## src/rtl/rgb_led_arbiter_if.sv

```systemverilog
// rgb_led_arbiter_if
//   Groups the request, colour, grant and LED signals of the RGB LED arbiter.
//   The clock and reset are plain ports on the arbiter and are not part of
//   this interface.
//
//   Signals:
//     req[2:0]        level-held request from requesters 0..2
//     color0..2[2:0]  requested colour per requester (bit0=red, bit1=green, bit2=blue)
//     blink[2:0]      per-requester blink enable
//     gnt[2:0]        one-hot grant, or all-zero
//     busy            high while granting or in the off gap
//     LED/LED2/LED3   red/green/blue LED drive, active-low (0 = lit)
//
//   Modports:
//     master  drives requests, observes grant and LEDs (requesters / bench)
//     slave   the arbiter itself
interface rgb_led_arbiter_if;
  logic [2:0] req;
  logic [2:0] color0;
  logic [2:0] color1;
  logic [2:0] color2;
  logic [2:0] blink;
  logic [2:0] gnt;
  logic       busy;
  logic       LED;
  logic       LED2;
  logic       LED3;

  modport master (
    output req, color0, color1, color2, blink,
    input  gnt, busy, LED, LED2, LED3
  );

  modport slave (
    input  req, color0, color1, color2, blink,
    output gnt, busy, LED, LED2, LED3
  );
endinterface

```

## src/rtl/rgb_led_arbiter.sv

```systemverilog
// rgb_led_arbiter
//   Round-robin arbiter sharing one RGB LED between three requesters. A
//   winner's colour (and blink enable) is latched on grant; the grant is held
//   for at least DWELL_CYCLES while others wait, and indefinitely when nobody
//   else asks. Between grants the LED is dark for exactly GAP_CYCLES.
//
//   Parameters:
//     DWELL_CYCLES  minimum grant hold time in CLK cycles (1..2^26-1)
//     GAP_CYCLES    LEDs-off gap between grants in CLK cycles (1..2^26-1)
//     BLINK_BIT     free-running counter bit used as blink phase (0..25)
//
//   Ports:
//     CLK   single clock, all state on its rising edge
//     RST   asynchronous, active-high reset
//     bus   rgb_led_arbiter_if.slave (req, colours, blink, gnt, busy, LEDs)
//
//   Configuration macro:
//     LED_BLINK_EN  when defined, a latched blink enable blanks the LED while
//                   counter[BLINK_BIT] is 0. When undefined, blink is ignored
//                   and the granted colour is shown steadily.
module rgb_led_arbiter #(
  parameter int unsigned DWELL_CYCLES = 12000000,
  parameter int unsigned GAP_CYCLES   = 1200000,
  parameter int unsigned BLINK_BIT    = 22
) (
  input logic             CLK,
  input logic             RST,
  rgb_led_arbiter_if.slave bus
);

  typedef enum logic [1:0] {
    IDLE  = 2'd0,
    GRANT = 2'd1,
    GAP   = 2'd2
  } state_e;

  localparam logic [25:0] DWELL_LAST = 26'(DWELL_CYCLES - 1);
  localparam logic [25:0] GAP_LAST   = 26'(GAP_CYCLES - 1);

  // Round-robin pick: first requesting index starting at (last+1) mod 3.
  // The loop walks from the farthest candidate to the nearest so that the
  // nearest requester overwrites any earlier hit.
  function automatic logic [2:0] rr_pick(input logic [2:0] r, input logic [1:0] last);
    logic [2:0] g;
    g = 3'b000;
    for (int k = 3; k >= 1; k--) begin
      int i;
      i = (int'(last) + k) % 3;
      if (r[i]) g = 3'(1 << i);
    end
    return g;
  endfunction

  function automatic logic [1:0] onehot_to_idx(input logic [2:0] w);
    if (w[1])      return 2'd1;
    else if (w[2]) return 2'd2;
    else           return 2'd0;
  endfunction

  state_e      state_q, state_d;
  logic [25:0] dwell_q, dwell_d;
  logic [25:0] gap_q,   gap_d;
  logic [25:0] cnt_q,   cnt_d;
  logic [1:0]  last_q,  last_d;
  logic [2:0]  win_q,   win_d;     // one-hot index of the current winner
  logic [2:0]  color_q, color_d;   // latched colour of the winner
  logic [2:0]  gnt_q,   gnt_d;
  logic        busy_q,  busy_d;
  logic [2:0]  led_q,   led_d;     // {blue, green, red}, active-low
`ifdef LED_BLINK_EN
  logic        blink_q, blink_d;   // latched blink enable of the winner
`else
  logic        unused_blink;
  assign unused_blink = ^bus.blink;
`endif

  logic [2:0] pick;
  logic       start_grant;
  logic       other_req;

  always_comb begin
    // NOTE: every combinational output gets a default first so that no path
    // through the case statement leaves a value unassigned (no latches).
    state_d     = state_q;
    dwell_d     = dwell_q;
    gap_d       = gap_q;
    last_d      = last_q;
    win_d       = win_q;
    color_d     = color_q;
`ifdef LED_BLINK_EN
    blink_d     = blink_q;
`endif
    cnt_d       = cnt_q + 26'd1;   // wraps 2^26-1 -> 0 naturally
    pick        = rr_pick(bus.req, last_q);
    start_grant = 1'b0;
    other_req   = |(bus.req & ~win_q);

    unique case (state_q)
      IDLE: begin
        start_grant = |bus.req;
      end

      GRANT: begin
        if (dwell_q != DWELL_LAST) dwell_d = dwell_q + 26'd1;
        // A dropped request and an expired dwell with a waiting competitor
        // both lead to the same release, so one branch covers both.
        if (((win_q & bus.req) == 3'b000) ||
            ((dwell_q == DWELL_LAST) && other_req)) begin
          state_d = GAP;
          gap_d   = 26'd0;
          last_d  = onehot_to_idx(win_q);
        end
      end

      GAP: begin
        if (gap_q == GAP_LAST) begin
          state_d     = IDLE;
          start_grant = |bus.req;
        end else begin
          gap_d = gap_q + 26'd1;
        end
      end

      default: state_d = IDLE;
    endcase

    if (start_grant) begin
      state_d = GRANT;
      win_d   = pick;
      dwell_d = 26'd0;
      color_d = ({3{pick[0]}} & bus.color0) |
                ({3{pick[1]}} & bus.color1) |
                ({3{pick[2]}} & bus.color2);
`ifdef LED_BLINK_EN
      blink_d = |(pick & bus.blink);
`endif
    end

    // Outputs are registered from the next-state values, so they change on
    // the same edge as the state register.
    gnt_d  = (state_d == GRANT) ? win_d : 3'b000;
    busy_d = (state_d != IDLE);
    led_d  = 3'b111;
    if (state_d == GRANT) begin
      led_d = ~color_d;
`ifdef LED_BLINK_EN
      if (blink_d && !cnt_d[BLINK_BIT]) led_d = 3'b111;
`endif
    end
  end

  // NOTE: sequential state uses non-blocking assignments so every flop
  // samples the values from before the edge.
  always_ff @(posedge CLK or posedge RST) begin
    if (RST) begin
      state_q <= IDLE;
      dwell_q <= 26'd0;
      gap_q   <= 26'd0;
      cnt_q   <= 26'd0;
      last_q  <= 2'd2;          // requester 0 wins the first arbitration
      win_q   <= 3'b000;
      color_q <= 3'b000;
      gnt_q   <= 3'b000;
      busy_q  <= 1'b0;
      led_q   <= 3'b111;
`ifdef LED_BLINK_EN
      blink_q <= 1'b0;
`endif
    end else begin
      state_q <= state_d;
      dwell_q <= dwell_d;
      gap_q   <= gap_d;
      cnt_q   <= cnt_d;
      last_q  <= last_d;
      win_q   <= win_d;
      color_q <= color_d;
      gnt_q   <= gnt_d;
      busy_q  <= busy_d;
      led_q   <= led_d;
`ifdef LED_BLINK_EN
      blink_q <= blink_d;
`endif
    end
  end

  assign bus.gnt  = gnt_q;
  assign bus.busy = busy_q;
  assign bus.LED  = led_q[0];
  assign bus.LED2 = led_q[1];
  assign bus.LED3 = led_q[2];

endmodule

```

## src/flat_wrapper.sv

```systemverilog
// flat-port wrapper written by rule: the top's interface ports become plain ports
module rgb_led_arbiter_flat 
#(
  parameter int unsigned DWELL_CYCLES = 12000000,
  parameter int unsigned GAP_CYCLES   = 1200000,
  parameter int unsigned BLINK_BIT    = 22
)
  (CLK, RST, bus_req, bus_color0, bus_color1, bus_color2, bus_blink, bus_gnt, bus_busy, bus_LED, bus_LED2, bus_LED3);
  rgb_led_arbiter_if bus_i ();
  input logic CLK;
  input logic RST;
  input wire logic [$bits(bus_i.req)-1:0] bus_req;
  input wire logic [$bits(bus_i.color0)-1:0] bus_color0;
  input wire logic [$bits(bus_i.color1)-1:0] bus_color1;
  input wire logic [$bits(bus_i.color2)-1:0] bus_color2;
  input wire logic [$bits(bus_i.blink)-1:0] bus_blink;
  output wire logic [$bits(bus_i.gnt)-1:0] bus_gnt;
  output wire logic [$bits(bus_i.busy)-1:0] bus_busy;
  output wire logic [$bits(bus_i.LED)-1:0] bus_LED;
  output wire logic [$bits(bus_i.LED2)-1:0] bus_LED2;
  output wire logic [$bits(bus_i.LED3)-1:0] bus_LED3;
  assign bus_i.req = bus_req;
  assign bus_i.color0 = bus_color0;
  assign bus_i.color1 = bus_color1;
  assign bus_i.color2 = bus_color2;
  assign bus_i.blink = bus_blink;
  assign bus_gnt = bus_i.gnt;
  assign bus_busy = bus_i.busy;
  assign bus_LED = bus_i.LED;
  assign bus_LED2 = bus_i.LED2;
  assign bus_LED3 = bus_i.LED3;
  rgb_led_arbiter #(.DWELL_CYCLES(DWELL_CYCLES), .GAP_CYCLES(GAP_CYCLES), .BLINK_BIT(BLINK_BIT)) u_core (.CLK(CLK), .RST(RST), .bus(bus_i));
endmodule
```

## config.mk

```make
export PLATFORM = sky130hd
export DESIGN_NAME = rgb_led_arbiter_flat
export DESIGN_NICKNAME = d
export VERILOG_FILES = /design/src/rtl/rgb_led_arbiter_if.sv /design/src/rtl/rgb_led_arbiter.sv /design/src/flat_wrapper.sv
export SDC_FILE = /design/constraint.sdc
export NUM_CORES = 1
export LEC_CHECK = 0
export ABC_AREA = 1
export CAP_MARGIN = 5
export CORE_ASPECT_RATIO = 0.5
export CORE_MARGIN = 10
export CORE_UTILIZATION = 55
export CTS_CLUSTER_SIZE = 25
export DETAILED_ROUTE_END_ITERATION = 10
export HOLD_SLACK_MARGIN = 0.1
export PLACE_DENSITY = 0.83
export SYNTH_ARGS = -nofsm -noshare
export SYNTH_HDL_FRONTEND = slang
export SYNTH_SLANG_ARGS = --single-unit
```

## constraint.sdc

```tcl
create_clock -name CLK -period 2.3 [get_ports CLK]
set_input_delay 0.575 -clock CLK [delete_from_list [all_inputs] [get_ports CLK]]
set_output_delay 0.575 -clock CLK [all_outputs]
set_load 0.01 [all_outputs]
```

# ---- Word-level counts from Yosys, hierarchy flattened
# Cells that the tools add are included.
dict set report word_totals {
  elab_cells 83
  regBits 69
  inputBits 17
  output_inout_bits 7
}
dict set report op_classes {
  div_mod_pow 3
  order_cmp 3
  addsub 5
  n_eq_ne 8
  shifts 3
  mux 30
  bitwise 9
  n_reduce_logical 13
}
# operator count
set op_table {}
lappend op_table {{$mux 26} 5}
lappend op_table {{$lt 32x4->1 const B} 3}
lappend op_table {{$mod 32x3->32 const B} 3}
lappend op_table {{$shl 1x32->3 const A} 3}
lappend op_table {{$add 26x1->26 const B} 2}
lappend op_table {{$pmux 26 s2} 1}
lappend op_table {{$eq 26x21->1 const B} 1}
lappend op_table {{$eq 26x24->1 const B} 1}
lappend op_table {{$ne 26x24->1 const B} 1}
lappend op_table {{$mux 3} 7}
lappend op_table {{$and 3x3->3} 5}
lappend op_table {{$mux 2} 5}
lappend op_table {{$reduce_bool 2->1} 4}
lappend op_table {{$mux 1} 7}
lappend op_table {{$add 2x2->3 const B} 2}
lappend op_table {{$bmux 1 s2} 3}
lappend op_table {{$not 3->3} 2}
lappend op_table {{$or 3x3->3} 2}
lappend op_table {{$pmux 2 s3} 1}
lappend op_table {{$reduce_or 3->1} 2}
lappend op_table {{$eq 2x1->1 const B} 2}
lappend op_table {{$reduce_and 2->1} 2}
lappend op_table {{$add 2x1->3 const B} 1}
lappend op_table {{$logic_not 3->1} 1}
lappend op_table {{other kinds (8)} 8}

# ---- Depth between registers and ports, before layout
dict set report logic_depth {
  word_depth 14
  depth_mapped 13
  mapped_depth_nobuf 13
}

# ---- Least setup slack after synthesis
# OpenSTA, ideal clock, no wires.
dict set report synth_path {
  kind {reg-to-reg}
  from {reg u_core.last_q[1]}
  to {reg u_core.color_q[0]}
  path_stages_with_launch 11
  required_time_ns 2.181
  setup_ns 0.119
  synth_period_minus_slack_ns 1.836
  path_buffers 0
  arrival_ns 1.718
  path_slack_ns 0.464
  cell_sequence {dfstp_2 -> ha_1 -> inv_1 -> nand2_1 -> nand3b_1 -> nand2_1 -> or2_2 -> nand3_1 -> nand3_1 -> nor2_1 -> nor2_2}
}
dict set report synth_via {
  elab_chain_cells 12
  word_cells_on_any_way 27
  classes_between {add/sub: 3; div: 3; shift: 3; mux: 13; bitwise: 5}
}
# item line_no
set synth_rtl {}
lappend synth_rtl {{from (decl)} rgb_led_arbiter.sv:64} ;# logic [1:0] last_q, last_d;
lappend synth_rtl {{from (signal assigned)} rgb_led_arbiter.sv:174} ;# last_q <= last_d;
lappend synth_rtl {{$add 2x2->3} rgb_led_arbiter.sv:48} ;# i = (int'(last) + k) % 3;
lappend synth_rtl {{$mod 32x3->32} rgb_led_arbiter.sv:48}
lappend synth_rtl {{$bmux 1 s2} rgb_led_arbiter.sv:49} ;# if (r[i]) g = 3'(1 << i);
lappend synth_rtl {{$mux 1 (not written as such) (2 in a row)} rgb_led_arbiter.sv:49}
lappend synth_rtl {{$mux 3 (2 in a row)} rgb_led_arbiter.sv:49}
lappend synth_rtl {{$mux 3 *} rgb_led_arbiter.sv:49}
lappend synth_rtl {{$and 3x3->3, on equally long branches} {rgb_led_arbiter.sv:131, rgb_led_arbiter.sv:132}}
lappend synth_rtl {{$or 3x3->3} rgb_led_arbiter.sv:131} ;# color_d = ({3{pick[0]}} & bus.color0) |
lappend synth_rtl {{$or 3x3->3 *} rgb_led_arbiter.sv:132} ;# ({3{pick[1]}} & bus.color1) |
lappend synth_rtl {{$mux 3 *} rgb_led_arbiter.sv:127} ;# if (start_grant) begin
lappend synth_rtl {{via u_core.color_d[0]} rgb_led_arbiter.sv:66} ;# logic [2:0] color_q, color_d;
lappend synth_rtl {{to (signal assigned)} rgb_led_arbiter.sv:176} ;# color_q <= color_d;
lappend synth_rtl {{to (decl)} rgb_led_arbiter.sv:66}
# The timed path passes the listed nets; every way through them passes the cells marked *. The select of a mux whose other input is x is not followed.
# A chain may end at the register's enable or synchronous reset.

# ---- Worst setup path after layout
dict set report layout_path {
  from {reg u_core.last_q[1]}
  to {reg u_core.led_q[1]}
}
dict set report layout_via {
  elab_chain_cells 14
  word_cells_on_any_way 29
  classes_between {add/sub: 3; div: 3; shift: 3; mux: 14; bitwise: 6}
}
# item line_no
set layout_rtl {}
lappend layout_rtl {{$add 2x2->3} rgb_led_arbiter.sv:48}
lappend layout_rtl {{$mod 32x3->32} rgb_led_arbiter.sv:48}
lappend layout_rtl {{$bmux 1 s2} rgb_led_arbiter.sv:49}
lappend layout_rtl {{$mux 1 (not written as such) (2 in a row)} rgb_led_arbiter.sv:49}
lappend layout_rtl {{$mux 3 (2 in a row)} rgb_led_arbiter.sv:49}
lappend layout_rtl {{$mux 3 *} rgb_led_arbiter.sv:49}
lappend layout_rtl {{$and 3x3->3, on equally long branches} {rgb_led_arbiter.sv:131, rgb_led_arbiter.sv:132}}
lappend layout_rtl {{$or 3x3->3} rgb_led_arbiter.sv:131}
lappend layout_rtl {{$or 3x3->3 *} rgb_led_arbiter.sv:132}
lappend layout_rtl {{$mux 3 *} rgb_led_arbiter.sv:127}
lappend layout_rtl {{via u_core.color_d[1]} rgb_led_arbiter.sv:66}
lappend layout_rtl {{$not 3->3 *} rgb_led_arbiter.sv:145} ;# led_d = ~color_d;
lappend layout_rtl {{$mux 3 *} rgb_led_arbiter.sv:144} ;# if (state_d == GRANT) begin
lappend layout_rtl {{via u_core.led_d[1]} rgb_led_arbiter.sv:69} ;# logic [2:0] led_q, led_d;
lappend layout_rtl {{to (signal assigned)} rgb_led_arbiter.sv:179} ;# led_q <= led_d;
lappend layout_rtl {{to (decl)} rgb_led_arbiter.sv:69}
# Marks and branches as above.

==> impl_metrics.env <==
export IMPL_first_pass_iters=5
export IMPL_grt_max_degree=70
export IMPL_drv_cap=0
export IMPL_finClkSkew_ns=0.00763
export IMPL_grt_pass1_vias=4338
export IMPL_path_clk_slew_ns=0.06
export IMPL_slew_headroom_pct=59.0
export IMPL_hpwl_mm=8.51
export IMPL_worstPathCellList="ha_1 -> inv_1 -> nand2_1 -> nand3b_1 -> nand2_1 -> or2_2 -> nand3_1 -> nand3_1 -> nor2_1 -> nor2_2 -> nand3_1"
export IMPL_rsz0062_at_grt="false"
export IMPL_core_um2=8090
export IMPL_power_density_nw_per_um2=988
export IMPL_pre_cts_ws_ns=-0.0355
export IMPL_synth_nets=675
export IMPL_die_area_um2=12700
export IMPL_setup_violations=0
export IMPL_max_clock_freq_mhz=472
export IMPL_gr_total_overflow=0
export IMPL_drtIter0Drc=374
export IMPL_detail_route_antenna_nets=0
export IMPL_htreeDepth=3
export IMPL_root_buffer="clkbuf_16"
export IMPL_critPathBufInv=1
export IMPL_fin_nets=703
export IMPL_cp_required_ns=2.58
export IMPL_die_y_um=84.8
export IMPL_synth_main_ff_cell="dfrtp_1"
export IMPL_cp_slowest_stage_delay_ns=0.55
export IMPL_io_buffers=20
export IMPL_p_leak_nw=2.40
export IMPL_vias_per_cell=5.57
export IMPL_fill_cells=701
export IMPL_num_vias=4414
export IMPL_fin_crit_ns=2.12
export IMPL_post_cts_buffers=0
export IMPL_holdWs_ns=0.499
export IMPL_crit_fanout=5
export IMPL_grt_pass1_wl_mm=19.9
export IMPL_ir_drop_uv=531
export IMPL_cts_made_buffers=9
export IMPL_arrival_ns=2.40
export IMPL_ys_seq_area_share_pct=37.5
export IMPL_clock_sinks=69
export IMPL_boundaryPins=24
export IMPL_finalHoldViolCount=0
export IMPL_rows=23
export IMPL_grt_total_usage_pct=19.0
export IMPL_cts_resized=0
export IMPL_cts_tree="done"
export IMPL_cpMostUsedCell="nand3_1"
export IMPL_critical_path_top_delay_family="simple AND/OR/NAND/NOR gates"
export IMPL_place_congestion=0.917
export IMPL_die_x_um=150
export IMPL_synth_async_sr_flop_share_pct=100
export IMPL_synth_area_per_cell_um2=7.13
export IMPL_synth_area_um2=4620
export IMPL_cts_hold_buf=0
export IMPL_drc=0
export IMPL_wl_mm=11.6
export IMPL_setup_slack_ns=0.180
export IMPL_cp_start_kind="flop"
export IMPL_antenna_cells=0
export IMPL_syn2layout_area_growth_pct=14.8
export IMPL_postSynthRegisterBits=69
export IMPL_synth_edf_count=0
export IMPL_end_kind="flop"
export IMPL_finalPower_mw=5.24
export IMPL_worstSetupPathType="reg2reg"
export IMPL_synth_cell_types=42
export IMPL_final_setup_tns_ns=0
export IMPL_wl_per_cell_um=14.7
export IMPL_worst_pin_slew_ns=0.614
export IMPL_status="complete, no violations"
export IMPL_final_util_pct=65.6
export IMPL_yosys_warnings=0
export IMPL_initial_core_util_pct=57.2
export IMPL_synth_cells=648
export IMPL_hold_path_class="reg2reg"
export IMPL_clkLatencyLatePin_ns=0.35
export IMPL_drive_above_1_share_pct=10.4
export IMPL_fin_crit_sh_pct=92.2
export IMPL_report_final_slew_viol_count=0
export IMPL_antenna_found_initial=0
export IMPL_cpMaxStageDelayCell="dfstp_2"
export IMPL_clockBufferDepth=2
[through the flow]
stage	instances	cell area, µm²
floorplan	648	4630
global placement	777	4970
detailed placement	777	4970
CTS	793	5310
global route	793	5310
finish	793	5310
[layout by cell type (no fill, tap or decap), types with 4 or more instances in the layout]
cell	count
a21oi_1	13
buf_4	9
clkbuf_16	9
clkdlybuf4s50_1	20
dfrtp_1	65
dfstp_2	4
ha_1	10
inv_1	69
inv_2	7
nand2_1	174
nand2_2	5
nand2_4	4
nand3_1	65
nand4_1	18
nor2_1	80
nor2_2	9
nor3_1	21
o21ai_0	19
o21ai_1	12
o31ai_1	5
o31ai_2	4
xnor2_1	8
xor2_1	16
[worst register-to-register path: stages (launching register included)]
cell and delay [ns]:
dfstp_2 0.55, ha_1 0.28, inv_1 0.15, nand2_1 0.08
nand3b_1 0.10, nand2_1 0.12, or2_2 0.35, nand3_1 0.10
nand3_1 0.06, nor2_1 0.14, nor2_2 0.05, nand3_1 0.07
[flip-flops by register name, summed over array words and instances, names as in the netlist]
| name | count |
|---|---|
| u_core.last_q | 2 |
| u_core.gap_q | 26 |
| u_core.state_q | 2 |
| u_core.win_q | 3 |
| u_core.dwell_q | 26 |
| u_core.bus.busy | 1 |
| u_core.color_q | 3 |
| u_core.led_q | 3 |
| u_core.bus.gnt | 3 |
[cell type report]
type                       count  area (µm²)  area share, %
tap                          112         140           2.64
timing repair buffer          30         288           5.42
inverter                      79         315           5.94
multi-input combinational    487        2490           46.9
sequential                    69        1730           32.6
clock inverter                 6         113           2.12
clock buffer                  10         229           4.31
[Yosys cell counts (2+ instances only)]
cell / number / area share [%]
nand2_1: 174 / 14
nor2_1: 80 / 6.5
inv_1: 70 / 5.7
dfrtp_1: 65 / 35
nand3_1: 65 / 7.0
nor3_1: 21 / 2.3
o21ai_0: 19 / 2.1
nand4_1: 18 / 2.4
xor2_1: 16 / 3.0
a21oi_1: 13 / 1.4
o21ai_1: 12 / 1.3
ha_1: 10 / 2.7
nor2_2: 9 / 1.2
xnor2_1: 8 / 1.5
buf_2: 7 / 0.76
inv_2: 7 / 0.57
nand2_2: 5 / 0.68
o31ai_1: 5 / 0.81
buf_6: 4 / 0.97
dfstp_2: 4 / 2.3
nand2_4: 4 / 0.97
o31ai_2: 4 / 1.1
nand3b_1: 3 / 0.49
o21ai_2: 3 / 0.57
clkbuf_1: 2 / 0.16
nand3_2: 2 / 0.43
nor2_4: 2 / 0.49
nor4_1: 2 / 0.27
[kinds of logic (layout without fill, tap and decap cells)]
kind of cell | count (synthesis) | count (layout) | share of synthesized area, %
flops | 69 | 69 | 37.5
buf+inv | 92 | 125 | 8.64
simple gates | 392 | 392 | 38.5
fa+ha+maj | 10 | 10 | 2.71
xor+xnor | 24 | 24 | 4.55
compound gates | 61 | 61 | 8.12
[power by group]
group | leakage (nW) | switching (mW) | internal [mW]
Combinational | 1.31 | 1.49 | 0.667
Clock | 0.167 | 0.543 | 1.06
Sequential | 0.922 | 0.0872 | 1.40
[final timing paths]
kind	startpoint	to	slack, ns	depth (start not counted)
worst max-delay path	u_core.last_q[1]	u_core.led_q[1]	0.18	11
worst min-delay path	u_core.dwell_q[6]	u_core.dwell_q[6]	0.50	1
worst max register to register	u_core.last_q[1]	u_core.led_q[1]	0.18	11
worst min register to register	u_core.dwell_q[6]	u_core.dwell_q[6]	0.50	1
max in group asynchronous	RST	u_core.last_q[1]	1.29	3
min in group asynchronous	RST	u_core.dwell_q[4]	0.67	3
[metal layers]
layer	GRT usage, %	part of all wire, %
met1	21.7	42
met2	33.6	51
met3	4.34	5.1
met4	8.33	2.4
met5	0	0
Note: power is estimated with default switching activity, not from simulation.
